`src/rtl/serial_digit_adder.sv`:
```
// serial_digit_adder: digit-serial adder/subtractor that sums DIGIT bits per clock,
// least-significant digit first, with the inter-digit carry held in a register.
module serial_digit_adder #(
    parameter int WIDTH = 32,
    parameter int DIGIT = 8
) (
    input  logic             clk,
    input  logic             rst_n,
    input  logic             in_valid,
    output logic             in_ready,
    input  logic             sub,
    input  logic             cin,
    input  logic [WIDTH-1:0] a,
    input  logic [WIDTH-1:0] b,
    output logic             out_valid,
    input  logic             out_ready,
    output logic [WIDTH-1:0] s,
    output logic             cout,
    output logic             ovf
);

    localparam int NDIG = WIDTH / DIGIT;
    localparam int CNTW = (NDIG > 1) ? $clog2(NDIG) : 1;
    localparam logic [CNTW-1:0] LAST = CNTW'(NDIG - 1);

    typedef enum logic [1:0] {IDLE, BUSY, DONE} state_t;

    state_t           state;
    state_t           state_nxt;
    logic [WIDTH-1:0] areg;
    logic [WIDTH-1:0] breg;
    logic [WIDTH-1:0] acc;
    logic [WIDTH-1:0] accnxt;
    logic [CNTW-1:0]  cnt;
    logic             carry;
    logic [DIGIT:0]   dtotal;
    logic [DIGIT-1:0] dsum;
    logic             dcarry;
    logic             msbcarry;
    logic             accept;
    logic             lastdig;

    always_ff @(posedge clk) begin
        if (!rst_n) begin
            state <= IDLE;
        end else begin
            state <= state_nxt;
        end
    end

    always_comb begin
        state_nxt = state;
        case (state)
            IDLE:    if (in_valid) state_nxt = BUSY;
            BUSY:    if (lastdig) state_nxt = DONE;
            DONE:    if (out_ready) state_nxt = IDLE;
            default: state_nxt = IDLE;
        endcase
    end

    always_comb begin
        in_ready  = (state == IDLE);
        out_valid = (state == DONE);
    end

    // One DIGIT-wide ripple slice; the carry into the top bit of the slice is
    // recovered from the sum bit so overflow needs no extra adder.
    always_comb begin
        accept   = in_ready && in_valid;
        lastdig  = (cnt == LAST);
        dtotal   = {1'b0, areg[DIGIT-1:0]} + {1'b0, breg[DIGIT-1:0]} + {{DIGIT{1'b0}}, carry};
        dsum     = dtotal[DIGIT-1:0];
        dcarry   = dtotal[DIGIT];
        msbcarry = areg[DIGIT-1] ^ breg[DIGIT-1] ^ dsum[DIGIT-1];
        accnxt   = (acc >> DIGIT) | (WIDTH'(dsum) << (WIDTH - DIGIT));
    end

    // The partial result builds up in acc so that s only changes when a result completes.
    always_ff @(posedge clk) begin
        if (!rst_n) begin
            areg  <= '0;
            breg  <= '0;
            acc   <= '0;
            cnt   <= '0;
            carry <= 1'b0;
            s     <= '0;
            cout  <= 1'b0;
            ovf   <= 1'b0;
        end else if (accept) begin
            areg  <= a;
            breg  <= sub ? ~b : b;
            carry <= cin ^ sub;
            cnt   <= '0;
        end else if (state == BUSY) begin
            areg  <= areg >> DIGIT;
            breg  <= breg >> DIGIT;
            acc   <= accnxt;
            carry <= dcarry;
            cnt   <= cnt + 1'b1;
            if (lastdig) begin
                s    <= accnxt;
                cout <= dcarry;
                ovf  <= msbcarry ^ dcarry;
            end
        end
    end

endmodule
```
`config.mk`:
```
export PLATFORM = sky130hd
export DESIGN_NAME = serial_digit_adder
export DESIGN_NICKNAME = d
export VERILOG_FILES = /design/src/rtl/serial_digit_adder.sv
export SDC_FILE = /design/constraint.sdc
export NUM_CORES = 1
export LEC_CHECK = 0
export ABC_CLOCK_PERIOD_IN_PS = 5260
export CORE_MARGIN = 5
export CORE_UTILIZATION = 45
export CTS_BUF_LIST = sky130_fd_sc_hd__clkbuf_16
export DETAILED_ROUTE_END_ITERATION = 8
export HOLD_SLACK_MARGIN = 0.15
export PLACE_DENSITY = 0.79
export SETUP_SLACK_MARGIN = 0.05
export SLEW_MARGIN = 20
export SYNTH_ARGS = -nofsm -noshare
export SYNTH_HDL_FRONTEND = slang
export SYNTH_SLANG_ARGS = --single-unit
```
`constraint.sdc`:
```
create_clock -name clk -period 5.26 [get_ports clk]
set_input_delay 1.052 -clock clk [delete_from_list [all_inputs] [get_ports clk]]
set_output_delay 1.052 -clock clk [all_outputs]
set_load 0.05 [all_outputs]
```
==> flow_summary.toml <==
[worst_hold_path]
min_path_type = "flip-flop to flip-flop"
whs_path_depth = 2

[power_and_ir_drop]
total_power_uw = 2540
power.leakage_uw = 0.00247
vdd_ir_drop_max_mv = 0.200
p_per_area_nw_per_um2 = 367

[global_routing]
grt.total_usage = 0.194
grtUsageMet1 = 0.239
grt_busiest_layer = "met2"
grt_max_degree = 75
grt_pass1_vias = 4766
met2_usage = 0.328
use_met3 = 0.0630
grt_overflow = 0
antenna_found_initial = 0
grt_first_pass_wirelength_mm = 22.6

[floorplan]
dieArea_um2 = 14200
rows = 39
initial_core_util = 0.464
dieHeight_um = 119
die_x_um = 119
core_area_um2 = 11500
io_pins = 106

[synth]
synthCells = 635
yosysUniqueCellTypes = 37
synth_compound_area_frac = 0.194
synth_top_area_cell = "dfxtp_1"
synth_mux_area_frac = 0
synth_fa_ha_area_frac = 0.0262
synth_area_um2 = 5340
synth_top_area_frac = 0.476
yosysSeqAreaShare = 0.476
synth_xor_xnor_area_share = 0.0639
avgSynthCellArea_um2 = 8.42
synth_top_family_by_area = "compound AO/OA/AOI/OAI gates"
yosys.area_share.simple = 0.185
synthTopCellsByArea = "dfxtp_1 (48%), nand2_1 (9.8%), a21oi_1 (8.9%)"
yosys_register_bits = 127
synth_nets = 715
yosys_warnings = 0

[clock_network]
hold_buffers = 0
cts.sinks = 127
post-cts-setup-buffers = 0
post_cts_resized = 0
htree_levels = 4
insertion_delay_ns = 0.41
cts_buffers = 17
cts.clk_slew.worst_paths_ns = 0.05
root_buffer = "clkbuf_16"
clock_path_buffers = 2
tritoncts = "done"

[worst_setup_path]
crit_path_start_kind = "flip-flop"
slowest_stage = "clkdlybuf4s50_1"
end_kind = "primary output"
path_class = "flip-flop to primary output"
crit_cells = 2
crit_chain = "nor2b_1 > clkdlybuf4s50_1"
path_buf_inv = 1
cp_max_fo = 4
rr_worst_depth = 4
cp.arrival_ns = 1.97
worstPathRequired_ns = 4.21
cpPeakStageDelay_ns = 0.85
crit_family = "buffers and inverters"

[sta]
timing.final.max_slew_violations = 0
max_freq_mhz = 331
rsz0062_at_grt = "no"
min_period_ns = 3.02
worstMarginPinSlew_ns = 0.997
skew_ns = 0.00885
finalSetupViolCount = 0
setup_tns_ns = 0
finalHoldViolCount = 0
relSlewSlack = 0.334
finalCritPeriodShare = 0.574

[outcome]
outcome = "finished, final reports clean"

[routing]
vias = 4758
wl_mm = 13.4
ant_nets = 0
wire_per_inst_um = 15.5
first_pass_iters = 5
drtIter0Drc = 367
drc = 0
vias_per_cell = 5.49

[placed_design]
io_buffers = 105
dp_hpwl_mm = 9.25
gp_congestion = 0.941
dpl-instance-area_um2 = 6320

[cells_and_area]
drive_gt1_frac = 0.0608
area.growth.synth_to_final_pct = 29.9
final_area_um2 = 6940
antennaDiodeCount = 0
nets = 791

[run]
maxCapViolCount = 0
registers in the layout, summed over array words and instances (netlist names):
register / count
acc: 24
areg: 32
breg: 32
carry: 1
cnt: 2
cout: 1
ovf: 1
s: 32
state: 2
final cells by class:
cell class	instances	area, µm²
flip-flops and latches	127	2540
clock inverters	15	195
well taps	143	179
multi-input cells	454	2510
inverters	1	5.00
repair buffers	110	1080
fillers	975	4580
clock buffers	17	425
synth_stat cells:
master    instances
nand2_1         139
a211oi_2          1
buf_2            18
nor2b_1           1
and2_1            3
a21o_1            1
inv_2             1
nor2b_2           1
nand3_1          24
buf_6             8
o221ai_1          1
a22oi_1          25
clkbuf_1         21
o21a_1            2
xnor2_1          27
a211o_1           1
nand4_1           2
nand4b_1          1
buf_4             3
a221oi_1         24
xor2_1           12
nor2_8            1
nor2_1           55
nand2b_1          5
o311ai_1          1
a21oi_1          95
o21ai_0          11
and2_4            1
nand2_2           2
buf_1             3
nor2_2            1
dfxtp_1         127
or3_1             1
fa_1              2
a211oi_1          4
ha_1              8
o211ai_1          2
cell usage in the layout, fill, tap and decap left out, drive strengths merged:
cell type	instances
a211o	1
a211oi	5
a21o	1
a21oi	95
a221oi	24
a22oi	25
and2	4
buf	6
bufinv	4
clkbuf	17
clkdlybuf4s50	104
clkinv	9
dfxtp	127
fa	2
ha	8
inv	3
nand2	141
nand2b	5
nand3	24
nand4	2
nand4b	1
nor2	57
nor2b	2
o211ai	2
o21a	2
o21ai	11
o221ai	1
o311ai	1
or3	1
xnor2	27
xor2	12
stage by stage:
stage | worst slack, ns | util | std cells | hold WS (ns)
finish | 2.24 | 0.603 | 867 | 0.454
global route | 2.04 | 0.603 | 867 | 0.467
global placement | 1.92 | 0.549 | 835 | 0.444
detailed placement | 1.86 | 0.549 | 835 | 0.447
CTS | 2.25 | 0.603 | 867 | 0.455
floorplan | 3.08 | - | 635 | 0.432
per-layer routing:
metal | wire [µm] | up-vias | share of wire
li1 | - | 2323 | -
met1 | 5650 | 2250 | 0.42
met2 | 6880 | 169 | 0.51
met3 | 774 | 16 | 0.058
met4 | 142 | 0 | 0.011
met5 | 0 | - | 0
cells by family (layout without fill, tap and decap cells):
family | after synthesis | count (layout)
compound gates | 168 | 168
xor+xnor | 39 | 39
fa+ha+maj | 10 | 10
buf+inv | 54 | 143
flops | 127 | 127
simple gates | 237 | 237
final timing paths:
kind | start | to | slack (ns)
setup / recovery | state[1]$_SDFFE_PN0P_ | out_valid | 2.24
hold / removal | acc[12]$_SDFFE_PN0P_ | s[4]$_SDFFE_PN0P_ | 0.45
setup reg to reg | state[0]$_SDFFE_PN0P_ | s[30]$_SDFFE_PN0P_ | 2.66
hold reg to reg | acc[12]$_SDFFE_PN0P_ | s[4]$_SDFFE_PN0P_ | 0.45
power breakdown:
group / switching, µW / internal (µW)
sequential: 32.1 / 1010
clock: 434 / 791
combinational: 156 / 124
tightest hold or removal path, delay by kind of cell (launching register included):
family / cells / cell delay [ns]
flip-flops: 1 / 0.31
AND/OR/NAND/NOR: 1 / 0.05
AO/OA/AOI/OAI: 1 / 0.05
No activity file was read; power rests on OpenSTA's default activity.
